File: config.mk
export PLATFORM = sky130hd
export DESIGN_NAME = alarm_clock_core
export DESIGN_NICKNAME = d
export VERILOG_FILES = /design/src/rtl/al_pkg.sv /design/src/rtl/al_tick_gen.sv /design/src/rtl/alarm_clock_core.sv
export SDC_FILE = /design/constraint.sdc
export NUM_CORES = 1
export LEC_CHECK = 0
export CAP_MARGIN = 20
export CORE_UTILIZATION = 65
export CTS_BUF_LIST = sky130_fd_sc_hd__clkbuf_4
export CTS_CLUSTER_SIZE = 14
export DETAILED_ROUTE_END_ITERATION = 7
export MAX_ROUTING_LAYER = met4
export PLACE_DENSITY = 0.95
export SETUP_SLACK_MARGIN = 0.4
export SLEW_MARGIN = 30
export SYNTH_ARGS = -nofsm -noshare
export SYNTH_HDL_FRONTEND = slang
export SYNTH_SLANG_ARGS = --single-unit
File: constraint.sdc
create_clock -name MCLK -period 6.3 [get_ports MCLK]
set_input_delay 0.945 -clock MCLK [delete_from_list [all_inputs] [get_ports MCLK]]
set_output_delay 0.945 -clock MCLK [all_outputs]
set_load 0.02 [all_outputs]
File: src/rtl/al_pkg.sv
// Shared types and constants for the alarm-clock core: FSM states, BCD digit pair,
// time-field limits and the binary-to-BCD helper.
package al_pkg;

  typedef enum logic [1:0] {
    ST_IDLE    = 2'd0,
    ST_RINGING = 2'd1,
    ST_SNOOZE  = 2'd2
  } al_state_t;

  typedef struct packed {
    logic [3:0] tens;
    logic [3:0] ones;
  } bcd2_t;

  localparam logic [5:0] SEC_MAX  = 6'd59;
  localparam logic [5:0] MIN_MAX  = 6'd59;
  localparam logic [4:0] HOUR_MAX = 5'd23;

  function automatic bcd2_t to_bcd2(input logic [5:0] v);
    bcd2_t r;
    r.tens = 4'(v / 6'd10);
    r.ones = 4'(v % 6'd10);
    return r;
  endfunction

endpackage

File: src/rtl/al_tick_gen.sv
// Seconds prescaler: one-cycle tick every TERM+1 cycles (slow or fast rate),
// cleared by time edits or any change of the fast input; also produces the colon blink.
module al_tick_gen
  import al_pkg::*;
#(
  parameter int CLK_HZ   = 50_000_000,
  parameter int FAST_DIV = 256
) (
  input  logic MCLK,
  input  logic reset,
  input  logic fast,
  input  logic clr,
  output logic tick,
  output logic colon
);

  localparam int MAX_DIV = (CLK_HZ > FAST_DIV) ? CLK_HZ : FAST_DIV;
  localparam int CNT_W   = $clog2(MAX_DIV);

  localparam logic [CNT_W-1:0] TERM_SLOW = CNT_W'(CLK_HZ - 1);
  localparam logic [CNT_W-1:0] TERM_FAST = CNT_W'(FAST_DIV - 1);
  localparam logic [CNT_W-1:0] HALF_SLOW = CNT_W'(CLK_HZ / 2);
  localparam logic [CNT_W-1:0] HALF_FAST = CNT_W'(FAST_DIV / 2);

  logic [CNT_W-1:0] cnt;
  logic [CNT_W-1:0] term;
  logic [CNT_W-1:0] half;
  logic             fast_q;
  logic             fast_edge;
  logic             at_term;

  assign term      = fast ? TERM_FAST : TERM_SLOW;
  assign half      = fast ? HALF_FAST : HALF_SLOW;
  assign fast_edge = fast ^ fast_q;
  assign at_term   = (cnt == term);

  // A tick coinciding with a clear is dropped so the next second starts cleanly.
  assign tick  = at_term & ~clr & ~fast_edge;
  assign colon = (cnt < half);

  always_ff @(posedge MCLK or posedge reset) begin
    if (reset) begin
      cnt    <= '0;
      fast_q <= 1'b0;
    end else begin
      fast_q <= fast;
      if (clr || fast_edge || at_term)
        cnt <= '0;
      else
        cnt <= cnt + 1'b1;
    end
  end

endmodule

File: src/rtl/alarm_clock_core.sv
// 24-hour timekeeping, programmable alarm and ring/snooze FSM with BCD digit output.
// Build option: define AL_SNOOZE_EN to include the SNOOZE state and its minute counter.
module alarm_clock_core
  import al_pkg::*;
#(
  parameter int CLK_HZ     = 50_000_000,
  parameter int FAST_DIV   = 256,
  parameter int SNOOZE_MIN = 5,
  parameter int RING_MIN   = 1
) (
  input  logic        MCLK,
  input  logic        reset,
  input  logic        fast,
  input  logic        set_alarm,
  input  logic        inc_min,
  input  logic        inc_hour,
  input  logic        alarm_en,
  input  logic        snooze,
  input  logic        stop,
  output logic [15:0] digits,
  output logic [5:0]  seconds,
  output logic        alarm_active,
  output logic        colon
);

  localparam logic [5:0] RING_LAST = 6'(RING_MIN - 1);

  logic [4:0] hour_r, hour_n, al_hour;
  logic [5:0] min_r, min_n, sec_r, sec_n, al_min;
  logic       tick, clr, min_tick, time_chg, alarm_hit;
  logic [5:0] ring_cnt;
  al_state_t  state;

  assign clr = ~set_alarm & (inc_min | inc_hour);

  al_tick_gen #(
    .CLK_HZ  (CLK_HZ),
    .FAST_DIV(FAST_DIV)
  ) u_tick (
    .MCLK (MCLK),
    .reset(reset),
    .fast (fast),
    .clr  (clr),
    .tick (tick),
    .colon(colon)
  );

  // Manual edits wrap each field on its own; only ticks carry upward.
  always_comb begin
    hour_n = hour_r;
    min_n  = min_r;
    sec_n  = sec_r;
    if (clr) begin
      sec_n = '0;
      if (inc_min)  min_n  = (min_r == MIN_MAX)   ? '0 : min_r + 6'd1;
      if (inc_hour) hour_n = (hour_r == HOUR_MAX) ? '0 : hour_r + 5'd1;
    end else if (tick) begin
      if (sec_r == SEC_MAX) begin
        sec_n = '0;
        if (min_r == MIN_MAX) begin
          min_n  = '0;
          hour_n = (hour_r == HOUR_MAX) ? '0 : hour_r + 5'd1;
        end else begin
          min_n = min_r + 6'd1;
        end
      end else begin
        sec_n = sec_r + 6'd1;
      end
    end
  end

  assign min_tick  = tick & (sec_r == SEC_MAX);
  assign alarm_hit = time_chg & (hour_r == al_hour) & (min_r == al_min) & (sec_r == 6'd0);

  always_ff @(posedge MCLK or posedge reset) begin
    if (reset) begin
      hour_r   <= '0;
      min_r    <= '0;
      sec_r    <= '0;
      al_hour  <= '0;
      al_min   <= '0;
      time_chg <= 1'b0;
    end else begin
      hour_r   <= hour_n;
      min_r    <= min_n;
      sec_r    <= sec_n;
      time_chg <= clr | tick;
      if (set_alarm && inc_min)  al_min  <= (al_min == MIN_MAX)   ? '0 : al_min + 6'd1;
      if (set_alarm && inc_hour) al_hour <= (al_hour == HOUR_MAX) ? '0 : al_hour + 5'd1;
    end
  end

`ifdef AL_SNOOZE_EN
  localparam logic [5:0] SNOOZE_LAST = 6'(SNOOZE_MIN - 1);
  logic [5:0] snz_cnt;
`else
  logic snooze_unused;
  assign snooze_unused = snooze;
`endif

  // Ring FSM; alarm_en low forces IDLE ahead of every other condition.
  always_ff @(posedge MCLK or posedge reset) begin
    if (reset) begin
      state    <= ST_IDLE;
      ring_cnt <= '0;
`ifdef AL_SNOOZE_EN
      snz_cnt  <= '0;
`endif
    end else if (!alarm_en) begin
      state <= ST_IDLE;
    end else begin
      case (state)
        ST_IDLE: begin
          if (alarm_hit) begin
            state    <= ST_RINGING;
            ring_cnt <= '0;
          end
        end
        ST_RINGING: begin
          if (stop) begin
            state <= ST_IDLE;
`ifdef AL_SNOOZE_EN
          end else if (snooze) begin
            state   <= ST_SNOOZE;
            snz_cnt <= '0;
`endif
          end else if (min_tick) begin
            if (ring_cnt == RING_LAST) state <= ST_IDLE;
            else                       ring_cnt <= ring_cnt + 6'd1;
          end
        end
`ifdef AL_SNOOZE_EN
        ST_SNOOZE: begin
          if (stop) begin
            state <= ST_IDLE;
          end else if (min_tick) begin
            if (snz_cnt == SNOOZE_LAST) begin
              state    <= ST_RINGING;
              ring_cnt <= '0;
            end else begin
              snz_cnt <= snz_cnt + 6'd1;
            end
          end
        end
`endif
        default: state <= ST_IDLE;
      endcase
    end
  end

  assign alarm_active = (state == ST_RINGING);
  assign seconds      = sec_r;
  assign digits       = set_alarm ? {to_bcd2({1'b0, al_hour}), to_bcd2(al_min)}
                                  : {to_bcd2({1'b0, hour_r}), to_bcd2(min_r)};

endmodule
==> out/results.tsv <==
metric	value	unit
fp.dieW	83.52	µm
ys.flop_type	dfrtp_1	
area_growth	10.02	%
io_buffers	28	
cts_resized	0	
avgSynthCellArea	8.887	µm²
route.detailed.drc	0	
vdd_ir_drop_max	0.4668	mV
placed_area	4634	µm²
fillCellCount	440	
tns	0	ns
cts_buffers	9	
hpwlAfterDp	6584	µm
leakage	2.021	nW
rsz0062_at_grt	false	
core_area	6386	µm²
fin_util	0.7441	
row_count	29	
grt_pass1_wl	15500	µm
max_freq	0.1763	GHz
critPathRequiredTime	5.35	ns
finalInstanceArea	4752	µm²
use_met3	0.06924	
use_met2	0.4925	
instances_no_fill	591	
final_common_cell	dfrtp_1	
cts.clk_slew.worst_paths	0.09	ns
fin_skew	0.01099	ns
yosys-top-cells-area	dfrtp_1 37%, ha_1 7.8%, xnor2_1 5.5%	
clock_sinks	63	
max_stage_delay	0.71	ns
crit_buf_inv	4	
synth_warnings	0	
cpMaxStageDelayCell	a2111oi_0	
grt_use_met1	0.3259	
design_power_total	0.001755	W
drive_gt1_frac	0.09144	
overflow	0	
finalHoldViolCount	0	
cp_top_family	buffers and inverters	
cts_root_buf	clkbuf_4	
finalCritPeriodShare	0.9004	
worst_pin_slew	0.8077	ns
power.density	369.4	nW/µm²
io_pins	33	
synthCells	486	
drt-initial-drc-count	187	
period_needed	5.672	ns
grt_max_degree	64	
dr.pass1.iters	4	
synthArstFlopShare	1.000	
worstSetupPathType	input port to primary output	
yosysTopAreaCellShare	0.3650	
die_area	6975	µm²
synth_cell_type_count	61	
final-setup-viol-count	0	
antenna_cells	0	
cts_tree	done	
worstSetupStartpointType	input port	
top_usage_layer	met2	
routabilityCongestion	0.8661	
cp_cell_sequence	clkdlybuf4s50_1 -> buf_4 -> mux2i_2 -> inv_1 -> ha_1 -> a2111oi_0 -> nor2_1 -> ha_1 -> o2bb2ai_1 -> a2bb2oi_1 -> clkdlybuf4s50_1	
synth-seq-area-share	0.3650	
end_kind	primary output	
cap_violations	0	
clk_latency	0.41	ns
dp_cells	575	
wl_per_cell	15.49	µm
synth-edff-count	0	
cts_setup_buffers	0	
synth_largest_area_cell	dfrtp_1	
ant_nets	0	
cts.htree.levels	3	
vias	3679	
antenna_found_initial	0	
slew-limit-headroom	0.4476	
slew_violations	0	
ys_seq_elements	63	
cts.path.max_buffers	2	
worstPathMaxFanout	13	
die_h	83.52	µm
via_per_inst	6.225	
status	completed	
holdBufCountCts	0	
layout.nets	545	
crit_arrival	4.73	ns
routed_wl	9154	µm
syn_area	4319	µm²
final_cell_mix	63 x dfrtp_1, 62 x nor2_1, 35 x nand2_1	
initial_utilization	0.6763	
grt_usage	0.2821	
grt_pass1_vias	3500	
hold_path.class	flip-flop to flip-flop	
power breakdown:
group          internal, W  switching, W  total [W]
clock network    0.0000861      0.000143   0.000229
registers         0.000469      0.000135   0.000603
logic             0.000444      0.000480   0.000923
total             0.000998      0.000757    0.00176
metal layers:
layer / part of all wire / wire length [µm]
met1: 0.42 / 3806
met3: 0.050 / 458
met5: 0 / 0
met4: 0.014 / 128
met2: 0.52 / 4760
cell families after synthesis:
kind of cell | Yosys count | synth area share
muxes | 24 | 0.06054
DFF | 63 | 0.3650
adders and majority gates | 27 | 0.07821
buffers and inverters | 41 | 0.03853
AOI/OAI and AO/OA | 83 | 0.1278
other | 1 | 0.0008682
and+or+nand+nor | 201 | 0.2358
xor gates and xnor gates | 46 | 0.09328
registers in the layout (all words and copies together), names as in the netlist:
name           count
al_hour            5
al_min             6
hour_r             5
min_r              6
ring_cnt           6
seconds            6
state              1
time_chg           1
u_tick.cnt        26
u_tick.fast_q      1
final timing paths:
check | start | endpoint | slack, ns | cells past startpoint
max in group asynchronous | reset | u_tick.cnt[7] | 4.73 | 3
worst min register to register | u_tick.cnt[0] | u_tick.cnt[0] | 0.53 | 1
worst max register to register | u_tick.cnt[7] | ring_cnt[5] | 3.01 | 7
worst min-delay path | u_tick.cnt[0] | u_tick.cnt[0] | 0.53 | 1
min in group asynchronous | reset | u_tick.cnt[21] | 1.07 | 3
worst max-delay path | set_alarm | digits[2] | 0.63 | 11
worst reg2reg max path, stage by stage, from the launching register on:
cell and delay, ns:
dfrtp_1 0.45, ha_1 0.33, or4b_1 0.43, or4_1 0.45, or4_1 0.61, or2_4 0.33, or4_1 0.51, a21oi_1 0.13
synthesized netlist by cell type (all sizes together), types with 3 or more instances:
master	instances
a21o	5
nor3b	4
and4b	3
o21a	4
nand2	35
o31ai	4
a31oi	4
o21ai	21
nor3	11
buf	7
xor2	19
a21oi	17
nor2	62
and3	7
ha	27
a22oi	3
nand4	14
or2	4
dfrtp	63
mux2	17
o211ai	3
or4	3
clkbuf	14
nor4	5
nand3	31
o2111ai	3
xnor2	27
inv	20
mux2i	7
nand2b	4
through the flow:
step	hold slack [ns]	worst slack [ns]
6_report	0.5328	0.6278
5_1_grt	0.5429	0.4907
4_1_cts	0.5293	0.6588
3_5_place_dp	0.5171	0.6580
3_3_place_gp	0.4954	0.7505
2_1_floorplan	0.4761	1.084
layout make-up:
cell class,count,area (µm²),share of cell area
multi-input cells,384,2594,0.5458
well taps,77,96.34,0.02027
flip-flops and latches,63,1577,0.3318
repair buffers,31,302.8,0.06372
inverters,20,75.07,0.01580
clock buffers,11,82.58,0.01738
clock inverters,5,25.02,0.005266
No activity file was read; power rests on OpenSTA's default activity.
